`config.mk`:
```
export PLATFORM = sky130hd
export DESIGN_NAME = mem_access_unit
export DESIGN_NICKNAME = d
export VERILOG_FILES = /design/src/rtl/mem_access_unit_pkg.sv /design/src/rtl/store_lane_align.sv /design/src/rtl/mem_access_unit.sv
export SDC_FILE = /design/constraint.sdc
export NUM_CORES = 1
export LEC_CHECK = 0
export BUFFER_PORTS_ARGS = -buffer_cell sky130_fd_sc_hd__buf_2
export CORE_AREA = 2 2 134 136
export CTS_CLUSTER_SIZE = 10
export DETAILED_ROUTE_END_ITERATION = 12
export DIE_AREA = 0 0 136 138
export SETUP_SLACK_MARGIN = 0.02
export SYNTH_ARGS = -nofsm -noshare
export SYNTH_HDL_FRONTEND = slang
export SYNTH_HIERARCHICAL = 1
export SYNTH_SLANG_ARGS = --single-unit
```
`constraint.sdc`:
```
create_clock -name clk -period 3.4 [get_ports clk]
set_input_delay 0.34 -clock clk [delete_from_list [all_inputs] [get_ports clk]]
set_output_delay 0.34 -clock clk [all_outputs]
set_load 0.01 [all_outputs]
```
`src/rtl/mem_access_unit_pkg.sv`:
```
// Shared encodings for the memory access unit: ME_* width codes, FSM states, lane constants.
package mem_access_unit_pkg;

  localparam logic [2:0] ME_LW  = 3'b000;
  localparam logic [2:0] ME_LH  = 3'b001;
  localparam logic [2:0] ME_LHU = 3'b010;
  localparam logic [2:0] ME_LB  = 3'b011;
  localparam logic [2:0] ME_LBU = 3'b100;

  localparam logic [3:0] BE_ALL = 4'b1111;

  typedef enum logic [1:0] {
    MA_IDLE = 2'b00,
    MA_REQ  = 2'b01,
    MA_DONE = 2'b10,
    MA_FAIL = 2'b11
  } ma_state_e;

  typedef enum logic [1:0] {
    W_BYTE = 2'b00,
    W_HALF = 2'b01,
    W_WORD = 2'b10
  } width_e;

  // Unlisted codes fall back to a full-word access.
  function automatic width_e width_of(input logic [2:0] op);
    case (op)
      ME_LH, ME_LHU: width_of = W_HALF;
      ME_LB, ME_LBU: width_of = W_BYTE;
      default:       width_of = W_WORD;
    endcase
  endfunction

endpackage

```
`src/rtl/store_lane_align.sv`:
```
// Combinational lane steering: byte enables, replicated store data and the alignment check.
module store_lane_align
  import mem_access_unit_pkg::*;
(
  input  width_e      width_i,
  input  logic [1:0]  addr_lo_i,
  input  logic [31:0] wdata_i,
  output logic [3:0]  be_o,
  output logic [31:0] wdata_o,
  output logic        misalign_o
);

  always_comb begin
    be_o       = BE_ALL;
    wdata_o    = wdata_i;
    misalign_o = 1'b0;
    case (width_i)
      W_BYTE: begin
        be_o    = 4'b0001 << addr_lo_i;
        wdata_o = {4{wdata_i[7:0]}};
      end
      W_HALF: begin
        be_o       = addr_lo_i[1] ? 4'b1100 : 4'b0011;
        wdata_o    = {2{wdata_i[15:0]}};
        misalign_o = addr_lo_i[0];
      end
      default: begin
        misalign_o = |addr_lo_i;
      end
    endcase
  end

endmodule

```
`src/rtl/mem_access_unit.sv`:
```
// Load/store bus master: alignment check, lane steering, req/ack handshake with timeout, MDR capture.
module mem_access_unit
  import mem_access_unit_pkg::*;
#(
  parameter int TIMEOUT = 256,
  parameter int CNT_W   = 9
) (
  input  logic        clk,
  input  logic        rst_n,
  input  logic        start,
  input  logic        mem_we,
  input  logic [2:0]  mem_op,
  input  logic [31:0] addr,
  input  logic [31:0] wdata,
  output logic        busy,
  output logic        done,
  output logic        misalign,
  output logic        bus_err,
  output logic [31:0] rdata,
  output logic [1:0]  addr_lo,
  output logic        bus_req,
  output logic        bus_we,
  output logic [31:0] bus_addr,
  output logic [3:0]  bus_be,
  output logic [31:0] bus_wdata,
  input  logic [31:0] bus_rdata,
  input  logic        bus_ack
);

  ma_state_e   state_q;
  logic [CNT_W-1:0] cnt_q;
  logic        req_q, we_q, done_q, mis_q, err_q;
  logic [31:0] addr_q, wdata_q, rdata_q;
  logic [3:0]  be_q;
  logic [1:0]  addr_lo_q;

  width_e      width_d;
  logic [3:0]  st_be_d;
  logic [31:0] st_wdata_d;
  logic        mis_d;
  logic        timeout_hit;

  assign width_d = width_of(mem_op);

  store_lane_align u_align (
    .width_i    (width_d),
    .addr_lo_i  (addr[1:0]),
    .wdata_i    (wdata),
    .be_o       (st_be_d),
    .wdata_o    (st_wdata_d),
    .misalign_o (mis_d)
  );

  // Fires on the last of TIMEOUT cycles in REQ; a same-cycle ack still wins.
  assign timeout_hit = (TIMEOUT != 0) && (cnt_q == CNT_W'(TIMEOUT - 1));

  always_ff @(posedge clk or negedge rst_n) begin
    if (!rst_n) begin
      state_q   <= MA_IDLE;
      cnt_q     <= '0;
      req_q     <= 1'b0;
      we_q      <= 1'b0;
      done_q    <= 1'b0;
      mis_q     <= 1'b0;
      err_q     <= 1'b0;
      addr_q    <= '0;
      wdata_q   <= '0;
      rdata_q   <= '0;
      be_q      <= '0;
      addr_lo_q <= '0;
    end else begin
      case (state_q)
        MA_IDLE: begin
          if (start) begin
            we_q      <= mem_we;
            addr_q    <= {addr[31:2], 2'b00};
            be_q      <= mem_we ? st_be_d : BE_ALL;
            wdata_q   <= st_wdata_d;
            addr_lo_q <= addr[1:0];
            mis_q     <= mis_d;
            err_q     <= 1'b0;
            cnt_q     <= '0;
            if (mis_d) begin
              state_q <= MA_FAIL;
              done_q  <= 1'b1;
            end else begin
              state_q <= MA_REQ;
              req_q   <= 1'b1;
            end
          end
        end
        MA_REQ: begin
          if (bus_ack) begin
            if (!we_q) rdata_q <= bus_rdata;
            req_q   <= 1'b0;
            done_q  <= 1'b1;
            state_q <= MA_DONE;
          end else if (timeout_hit) begin
            req_q   <= 1'b0;
            err_q   <= 1'b1;
            done_q  <= 1'b1;
            state_q <= MA_FAIL;
          end else begin
            cnt_q <= cnt_q + 1'b1;
          end
        end
        default: begin
          done_q  <= 1'b0;
          state_q <= MA_IDLE;
        end
      endcase
    end
  end

  assign busy      = (state_q != MA_IDLE);
  assign done      = done_q;
  assign misalign  = mis_q;
  assign bus_err   = err_q;
  assign rdata     = rdata_q;
  assign addr_lo   = addr_lo_q;
  assign bus_req   = req_q;
  assign bus_we    = we_q;
  assign bus_addr  = addr_q;
  assign bus_be    = be_q;
  assign bus_wdata = wdata_q;

endmodule

```
==> impl_metrics.py, run 1 <==
metrics = {
    "sta": {
        "hold_viol": 0,
        "fmax_mhz": 428.0,
        "fin_crit_ps": 2336,
        "fin_tns_setup_ps": 0,
        "slew_viol_final": 0,
        "finClkSkew_ps": 6.655,
        "min_period_over_period": 0.6872,
        "worstMarginPinSlew_ps": 721.3,
        "relSlewSlack": 0.5192,
        "rsz0062_at_grt": "no",
        "setup_violations": 0,
    },
    "drt": {
        "wl_per_cell_um": 13.75,
        "detail_route.vias_per_cell": 4.367,
        "ant_nets": 0,
        "vias": 4166,
        "dr.pass1.iters": 4,
        "routed_wl_um": 13110,
        "drc": 0,
        "drtIter0Drc": 211,
    },
    "cts": {
        "cts_buffers": 17,
        "clk_pin_slew_ps": 60,
        "cts_setup_buffers": 0,
        "clock-sinks": 116,
        "cts_tree": "built",
        "clk-insertion-delay-late_ps": 420,
        "cts_hold_buffers": 1,
        "root_buffer": "clkbuf_16",
        "postCtsResizedCells": 0,
        "cts.htree.levels": 4,
        "clockBufferDepth": 2,
    },
    "floorplan": {
        "die_w_um": 136,
        "ios": 212,
        "die_area_um2": 18770,
        "core-area_um2": 17530,
        "die_h_um": 138,
        "row_count": 49,
        "start_util": 0.2912,
    },
    "power_and_ir_drop": {
        "power_frac_seq": 0.385,
        "p_per_area_nw_per_um2": 828.6,
        "p_comb_frac": 0.310,
        "p_int_uw": 3800,
        "leakage_uw": 0.003648,
        "clkPwrFrac": 0.305,
        "worst_ir_drop_vdd_v": 0.0003466,
        "p_total_uw": 5741,
        "p_sw_frac": 0.3381,
        "power_switching_uw": 1941,
    },
    "synth": {
        "syn_inst": 509,
        "yosys_warnings": 6,
        "ys_ff_latch": 116,
        "synth_seq_area_share": 0.5685,
        "avgSynthCellArea_um2": 10.03,
        "netlist_area_um2": 5106,
        "synth_cell_types": 43,
    },
    "setup_path": {
        "critical_path_required_ps": 3740,
        "crit_chain": "ha_1 -> nand3_1 -> nor2_1 -> ha_1 -> or4b_4 -> or4_1 -> a21oi_1",
        "cp.arrival_ps": 2680,
        "cpPeakStageDelay_ps": 620,
        "crit_fanout": 15,
        "path_delay_family": "simple AND/OR/NAND/NOR gates",
        "critPathKind": "reg2reg",
        "endpoint_kind": "flop",
        "path_buf_inv": 0,
        "startpoint_type": "flop",
        "crit_top_cell": "ha_1",
        "crit_slowest_cell": "or4b_4",
    },
    "global_route": {
        "grt_use_total": 0.1442,
        "grt_pass1_vias": 4147,
        "grt_overflow": 0,
        "antenna_found_initial": 0,
        "grt_max_degree": 66,
        "grt_first_pass_wirelength_um": 21220,
    },
    "place": {
        "io_buffers": 209,
        "gp_congestion": 0.7583,
        "dp_hpwl_um": 9467,
    },
    "finish": {
        "antenna_cells": 0,
        "area_delta_synth_final_pct": 35.70,
        "final_cell_mix": "213 x nand2_1, 208 x buf_2, 116 x dfrtp_1",
        "multi_input_area_um2": 1984,
        "nets": 818,
        "seq_area_um2": 2903,
        "mostFrequentLayoutCell": "nand2_1",
        "fillers": 1764,
        "drive_above_1_share": 0.4248,
    },
    "run": {
        "maxCapViolCount": 0,
    },
    "outcome": {
        "status": "complete, no violations",
    },
    "min_path": {
        "hp-class": "in2reg",
    },
}
-- synth_stat cells, drive strengths merged --
library cell,count,area share
mux2,48,0.11
buf,22,0.030
nand2,213,0.16
dfrtp,116,0.57
o21bai,2,0.0029
o211ai,2,0.0029
nor3,1,0.00098
nor2,12,0.010
nor2b,1,0.0012
a21oi,4,0.0039
and2,1,0.0012
inv,11,0.0081
or4,3,0.0044
or3b,1,0.0017
nor4b,1,0.0047
o41ai,1,0.0017
mux2i,11,0.022
nor3b,3,0.0054
a21o,2,0.0029
xor2,1,0.0017
a31oi,5,0.0061
or4b,1,0.0027
a211oi,1,0.0015
or2,1,0.0012
clkbuf,13,0.010
o21ai,15,0.019
nand2b,2,0.0024
xnor2,1,0.0017
ha,2,0.0049
o31ai,1,0.0015
conb,1,0.00073
or3,1,0.0012
nand3,7,0.0069
o2bb2ai,1,0.0017
nand4,1,0.0012
-- kinds of logic (layout without fill, tap and decap cells) --
family,count (synthesis),after routing,synth area share
AND/OR/NAND/NOR,249,249,0.2022
flip-flops,116,116,0.5685
multiplexers,59,59,0.1274
buffers and inverters,46,261,0.04852
AO/OA/AOI/OAI,34,34,0.04435
adder cells (fa/ha/maj),2,2,0.004900
XOR/XNOR,2,2,0.003431
other,1,2,0.0007344
-- worst paths after layout --
| check | startpoint | depth (start not counted) | slack, ps | endpoint |
|---|---|---|---|---|
| max reg2reg | cnt_q[0] | 7 | 1060 | cnt_q[6] |
| max | cnt_q[0] | 7 | 1060 | cnt_q[6] |
| min | addr[13] | 3 | 120 | bus_addr[13] |
| max in group asynchronous | rst_n | 3 | 2090 | bus_addr[31] |
| min reg2reg | bus_wdata[25] | 2 | 470 | bus_wdata[25] |
| min in group asynchronous | rst_n | 2 | 510 | bus_addr[29] |
-- per-stage QoR --
step                      worst slack (ps)    util  hold WS, ps  std cells  instance area [um^2]
after floorplan                       1216       -        44.41        510                  5110
after global placement                1111  0.3614        424.4        921                  6336
after detailed placement              1082  0.3614        426.5        921                  6336
after global routing                 927.4  0.3952        111.0        954                  6929
final                                 1064  0.3952        116.0        954                  6929
after CTS                             1068  0.3952        98.33        954                  6929
-- state kept, by name, summed over array words and instances (netlist names) --
name and flops:
bus_wdata 32, state_q 2, addr_lo 2, cnt_q 9, bus_we 1, bus_err 1
misalign 1, bus_req 1, bus_be 4, rdata 32, done 1, bus_addr 30
-- power by group through the flow --
stage / combinational, uW / sequential (uW) / clock [uW]
3_3_place_gp: 1800 / 2220 / 0
5_1_grt: 1990 / 2290 / 1860
2_1_floorplan: 716 / 2490 / 0
6_report: 1780 / 2210 / 1750
4_1_cts: 1820 / 2220 / 1800
3_5_place_dp: 1820 / 2230 / 0
-- routing by layer --
metal | share of wire | up-vias | track usage
li1 | - | 2048 | -
met2 | 0.45 | 169 | 0.2259
met4 | 0.020 | 0 | 0.05866
met1 | 0.43 | 1925 | 0.1785
met5 | 0 | - | 0
met3 | 0.10 | 24 | 0.05464
-- worst reg2reg max path, cell delays in order (launching register included) --
cell and delay (ps):
dfrtp_1 400, ha_1 250, nand3_1 90, nor2_1 40
ha_1 210, or4b_4 620, or4_1 490, a21oi_1 140
-- final cells by class --
class                           instances  area share
Clock buffer                           17     0.06139
Tap cell                              229     0.04135
Timing Repair Buffer                  218      0.1632
Inverter                               11    0.005959
Multi-Input combinational cell        348      0.2864
Sequential cell                       116      0.4189
Clock inverter                         15     0.02275
Power figures use the tool's default switching activity.
==> run 2: changes to the inputs <==
==> constraint.sdc (replaced) <==
create_clock -name clk -period 2.4 [get_ports clk]
set_input_delay 0.24 -clock clk [delete_from_list [all_inputs] [get_ports clk]]
set_output_delay 0.24 -clock clk [all_outputs]
set_load 0.01 [all_outputs]
==> impl_metrics.py, run 2 (synthesis results as in run 1) <==
metrics = {
    "finish": {
        "stdcell_area_um2": 7067,
        "fin_cells": 967,
        "mostFrequentLayoutCell": "nand2_1",
        "seq_area_um2": 2903,
        "nets": 831,
        "fillers": 1747,
        "multi_input_area_um2": 1984,
        "area_delta_synth_final_pct": 38.40,
        "drive_above_1_share": 0.4214,
        "final_cell_mix": "213 x nand2_1, 208 x buf_2, 116 x dfrtp_1",
        "antenna_cells": 0,
    },
    "place": {
        "io_buffers": 209,
        "place_inst": 923,
        "dp_hpwl_um": 9501,
        "gp_congestion": 0.7545,
        "place_area_um2": 6376,
    },
    "setup_path": {
        "startpoint_type": "flop",
        "crit_top_cell": "ha_1",
        "worstRegToRegCells": 7,
        "cp.arrival_ps": 2630,
        "crit_chain": "ha_1 -> nand3_1 -> nor2_1 -> ha_1 -> or4b_4 -> or4_1 -> a21oi_1",
        "endpoint_kind": "flop",
        "crit_fanout": 12,
        "reg2reg_slack_ps": 110,
        "r2r-end": "cnt_q[6]",
        "reg2reg_from": "cnt_q[0]",
        "crit_slowest_cell": "or4b_4",
        "cpPeakStageDelay_ps": 570,
        "critical_path_required_ps": 2730,
        "critPathKind": "reg2reg",
    },
    "drt": {
        "dr.pass1.iters": 4,
        "wl_per_cell_um": 13.92,
        "detail_route.vias_per_cell": 4.346,
        "routed_wl_um": 13460,
        "drtIter0Drc": 182,
        "vias": 4203,
        "ant_nets": 0,
        "drc": 0,
    },
    "cts": {
        "cts_tree": "built",
        "cts.htree.levels": 4,
        "clock-sinks": 116,
        "clk-insertion-delay-late_ps": 410,
        "clockBufferDepth": 2,
        "root_buffer": "clkbuf_16",
        "cts_buffers": 17,
        "clk_pin_slew_ps": 50,
    },
    "power_and_ir_drop": {
        "p_total_uw": 8140,
        "worst_ir_drop_vdd_v": 0.0005247,
        "leakage_uw": 0.003719,
        "p_per_area_nw_per_um2": 1152,
    },
    "floorplan": {
        "die_area_um2": 18770,
        "die_w_um": 136,
        "core-area_um2": 17530,
        "row_count": 49,
        "start_util": 0.2912,
        "die_h_um": 138,
        "ios": 212,
    },
    "min_path": {
        "hold_end": "bus_addr[20]",
        "hp-class": "in2reg",
        "min_from": "addr[20]",
        "hold_path_depth": 3,
    },
    "outcome": {
        "status": "complete, no violations",
    },
    "global_route": {
        "grt_overflow": 0,
        "grt_first_pass_wirelength_um": 21440,
        "grt_max_degree": 79,
        "antenna_found_initial": 0,
        "grt_pass1_vias": 4217,
        "grt_use_total": 0.1459,
    },
    "run": {
        "maxCapViolCount": 0,
    },
    "sta": {
        "fin_crit_ps": 2291,
        "fin_tns_setup_ps": 0,
        "relSlewSlack": 0.6051,
        "min_period_over_period": 0.9547,
        "setup_violations": 0,
        "fmax_mhz": 436.5,
        "slew_viol_final": 0,
        "finClkSkew_ps": 6.630,
        "worstMarginPinSlew_ps": 591.4,
        "hold_viol": 0,
        "rsz0062_at_grt": "no",
    },
}
==> run 2: cell types whose count changed in the layout (fill, tap and decap cells not counted) <==
cell	before	now
clkbuf_8	0	1
clkinv_2	3	4
buf_12	1	3
inv_6	2	1
clkinvlp_4	4	1
clkbuf_1	0	2
buf_4	8	11
dlygate4sd3_1	1	9
==> run 2: critical path, delay by kind of cell, from the launching register on <==
family | cells | cell delay (ps)
simple gates | 4 | 1200
compound gates | 1 | 150
flops | 1 | 400
fa+ha+maj | 2 | 470
==> run 2: worst max-delay path by stage <==
stage | start | end | slack (ps) | cells past startpoint
finish | cnt_q[0] | cnt_q[6] | 110 | 7
global route | cnt_q[0] | cnt_q[6] | 50 | 7
CTS | cnt_q[0] | cnt_q[6] | 50 | 7
detailed placement | cnt_q[0] | cnt_q[6] | 60 | 7
global placement | cnt_q[0] | cnt_q[6] | 110 | 7
floorplan | cnt_q[0] | cnt_q[7] | 220 | 8
==> run 2: through the flow <==
| stage | hold WS, ps | util | worst slack (ps) |
|---|---|---|---|
| 3_3_place_gp | 285.5 | 0.3636 | 110.6 |
| 2_1_floorplan | -55.59 | - | 215.6 |
| 5_1_grt | 12.53 | 0.4030 | 45.89 |
| 6_report | 20.45 | 0.4030 | 108.8 |
| 4_1_cts | 0.04530 | 0.4017 | 52.13 |
| 3_5_place_dp | 286.9 | 0.3636 | 63.62 |
==> run 2: cell type report <==
cell class,instances,share of cell area
sequential,116,0.4108
multi-input combinational,348,0.2808
timing repair buffer,231,0.1802
clock buffer,20,0.06321
tap,229,0.04055
clock inverter,12,0.01859
inverter,11,0.005843
==> run 2: metal layers <==
| metal | up-vias | GRT usage | routed length (um) |
|---|---|---|---|
| li1 | 2070 | - | - |
| met1 | 1942 | 0.1737 | 5775 |
| met2 | 172 | 0.2375 | 6191 |
| met3 | 19 | 0.05281 | 1246 |
| met4 | 0 | 0.06031 | 246 |
| met5 | - | 0 | 0 |
==> run 2: report_power, final <==
| part | total, uW | internal, uW | leakage, uW | switching (uW) |
|---|---|---|---|---|
| registers | 3140 | 2730 | 0.00142 | 401 |
| clock network | 2460 | 1550 | 0.000284 | 904 |
| logic | 2550 | 1150 | 0.00201 | 1400 |
==> run 2: repair_timing <==
action | 4_1_cts | 5_1_grt
hold endpoints to repair | 48 | 0
endpoints found under the setup margin | 0 | 2
buffers inserted | 0 | 3
hold buffers | 9 | 0
resized for setup | 0 | 0
==> run 3: changes to the inputs <==
--- a/config.mk
+++ b/config.mk
@@ -5,11 +5,12 @@
 export SDC_FILE = /design/constraint.sdc
 export NUM_CORES = 1
 export LEC_CHECK = 0
+export ABC_AREA = 1
 export BUFFER_PORTS_ARGS = -buffer_cell sky130_fd_sc_hd__buf_2
-export CORE_AREA = 2 2 134 136
+export CORE_AREA = 2 2 139 141
 export CTS_CLUSTER_SIZE = 10
 export DETAILED_ROUTE_END_ITERATION = 12
-export DIE_AREA = 0 0 136 138
+export DIE_AREA = 0 0 141 143
 export SETUP_SLACK_MARGIN = 0.02
 export SYNTH_ARGS = -nofsm -noshare
 export SYNTH_HDL_FRONTEND = slang
==> impl_metrics.py, run 3 <==
metrics = {
    "cts": {
        "cts_setup_buffers": 0,
        "cts_buffers": 17,
        "clock-sinks": 116,
        "cts.htree.levels": 4,
        "clk-insertion-delay-late_ps": 410,
        "root_buffer": "clkbuf_16",
        "clockBufferDepth": 2,
        "cts_tree": "built",
        "clk_pin_slew_ps": 50,
    },
    "finish": {
        "drive_above_1_share": 0.3633,
        "area_delta_synth_final_pct": 30.88,
        "mostFrequentLayoutCell": "nand2_1",
        "fin_cells": 1080,
        "fillers": 1937,
        "final_cell_mix": "304 x nand2_1, 208 x buf_2, 116 x dfrtp_1",
        "nets": 942,
    },
    "setup_path": {
        "critPathKind": "reg2reg",
        "cp.arrival_ps": 2170,
        "endpoint_kind": "flop",
        "startpoint_type": "flop",
        "crit_fanout": 5,
        "critical_path_required_ps": 2660,
    },
    "synth": {
        "synth_cell_types": 33,
        "synth_flop_cell": "dfrtp_1",
        "synth_edf_count": 0,
        "yosys_warnings": 6,
        "synth_most_common_cell": "nand2_1",
        "ys_ff_latch": 116,
        "synth_top_area_frac": 0.5296,
        "yosys-top-cells-count": "304 x nand2_1, 116 x dfrtp_1, 49 x inv_1",
        "syn_inst": 637,
        "netlist_area_um2": 5482,
        "synth_seq_area_share": 0.5296,
        "synth_top_area_cell": "dfrtp_1",
        "synth-async-reset-ratio": 1.000,
        "avgSynthCellArea_um2": 8.605,
        "synth.area.top_cells": "dfrtp_1 53%, nand2_1 21%, o21ai_2 5.1%",
    },
    "power_and_ir_drop": {
        "p_per_area_nw_per_um2": 1267,
        "leakage_uw": 0.004061,
        "worst_ir_drop_vdd_v": 0.0005724,
    },
    "floorplan": {
        "die_h_um": 143,
        "die_area_um2": 20160,
        "core-area_um2": 18580,
        "start_util": 0.2950,
        "ios": 212,
        "die_w_um": 141,
        "row_count": 50,
    },
    "drt": {
        "drtIter0Drc": 186,
        "vias": 4701,
        "detail_route.vias_per_cell": 4.353,
        "ant_nets": 0,
        "routed_wl_um": 14630,
        "dr.pass1.iters": 6,
        "drc": 0,
        "wl_per_cell_um": 13.54,
    },
    "global_route": {
        "antenna_found_initial": 0,
        "grt_max_degree": 117,
        "grt_pass1_vias": 4576,
        "grt_first_pass_wirelength_um": 23200,
        "grt_overflow": 0,
        "grt_use_total": 0.1470,
    },
    "sta": {
        "timing.hold.ws_ps": 25.75,
        "hold_viol": 0,
        "setup_violations": 0,
        "finClkSkew_ps": 6.514,
        "fmax_mhz": 522.3,
        "slew_viol_final": 0,
        "fin_crit_ps": 1915,
        "fin_tns_setup_ps": 0,
        "worstMarginPinSlew_ps": 722.7,
        "rsz0062_at_grt": "no",
        "min_period_over_period": 0.7977,
        "relSlewSlack": 0.5182,
    },
    "min_path": {
        "hp-class": "in2reg",
    },
    "place": {
        "io_buffers": 209,
        "place_inst": 1050,
        "gp_congestion": 0.7844,
        "dp_hpwl_um": 10220,
    },
    "outcome": {
        "status": "complete, no violations",
    },
    "run": {
        "maxCapViolCount": 0,
    },
}
run 3: where the power goes:
group	switching [uW]	internal (uW)
clock network	857	1660
registers	466	2810
logic	2020	1280
total	3340	5750
run 3: kinds of logic after synthesis:
family                     after synthesis  synth area share
DFF                                    116            0.5296
and+or+nand+nor                        359            0.2805
AOI/OAI and AO/OA                       68           0.08857
buffers and inverters                   91           0.09610
adders and majority gates                2          0.004564
other                                    1         0.0006841
run 3: area by class of cell:
cell class / count / area (um^2) / area share
sequential: 116 / 2903 / 0.4046
timing repair buffer: 216 / 1141 / 0.1591
clock inverter: 6 / 105.1 / 0.01465
inverter: 54 / 207.7 / 0.02895
tap: 234 / 292.8 / 0.04081
clock buffer: 22 / 464.2 / 0.06470
antenna: 1 / 2.502 / 0.0003488
multi-input combinational: 431 / 2058 / 0.2869
run 3: what timing repair did:
item                                    4_1_cts  5_1_grt
hold buffers                                  1        0
hold endpoints to repair                    116        0
resized for setup                             0        0
endpoints found under the setup margin        0        0
run 3: critical path, stage by stage, from the launching register on:
cell and delay [ps]:
dfrtp_1 410, ha_1 190, nand2_1 70, inv_1 100, nand2_1 80, nor3_1 160
ha_1 200, nor2_1 60, nand2_1 140, nand2_1 110, o21ai_0 150, o21ai_0 90
run 3: final timing paths:
path | from | endpoint | slack, ps | cells after the start
max reg2reg | cnt_q[0] | bus_req | 490 | 11
min reg2reg | bus_wdata[29] | bus_wdata[29] | 470 | 2
max in group asynchronous | rst_n | bus_addr[20] | 1400 | 3
max | cnt_q[0] | bus_req | 490 | 11
min | addr[10] | bus_addr[10] | 30 | 3
min in group asynchronous | rst_n | bus_wdata[1] | 440 | 3
run 3: metal layers:
layer / vias to the layer above / wire [um] / global-route usage
met2: 176 / 6744 / 0.2370
li1: 2350 / - / -
met1: 2164 / 6468 / 0.1792
met4: 0 / 138 / 0.04895
met5: - / 0 / 0
met3: 11 / 1274 / 0.06070
run 3: through the flow:
step / utilization / worst slack, ps / total power (uW) / area (um^2)
5_1_grt: 0.3860 / 194.2 / 9752 / 7172
4_1_cts: 0.3860 / 458.5 / 9240 / 7172
2_1_floorplan: - / 727.1 / 5321 / 5485
6_report: 0.3861 / 485.5 / 9091 / 7174
3_3_place_gp: 0.3548 / 531.1 / 6613 / 6593
3_5_place_dp: 0.3548 / 485.3 / 6667 / 6593
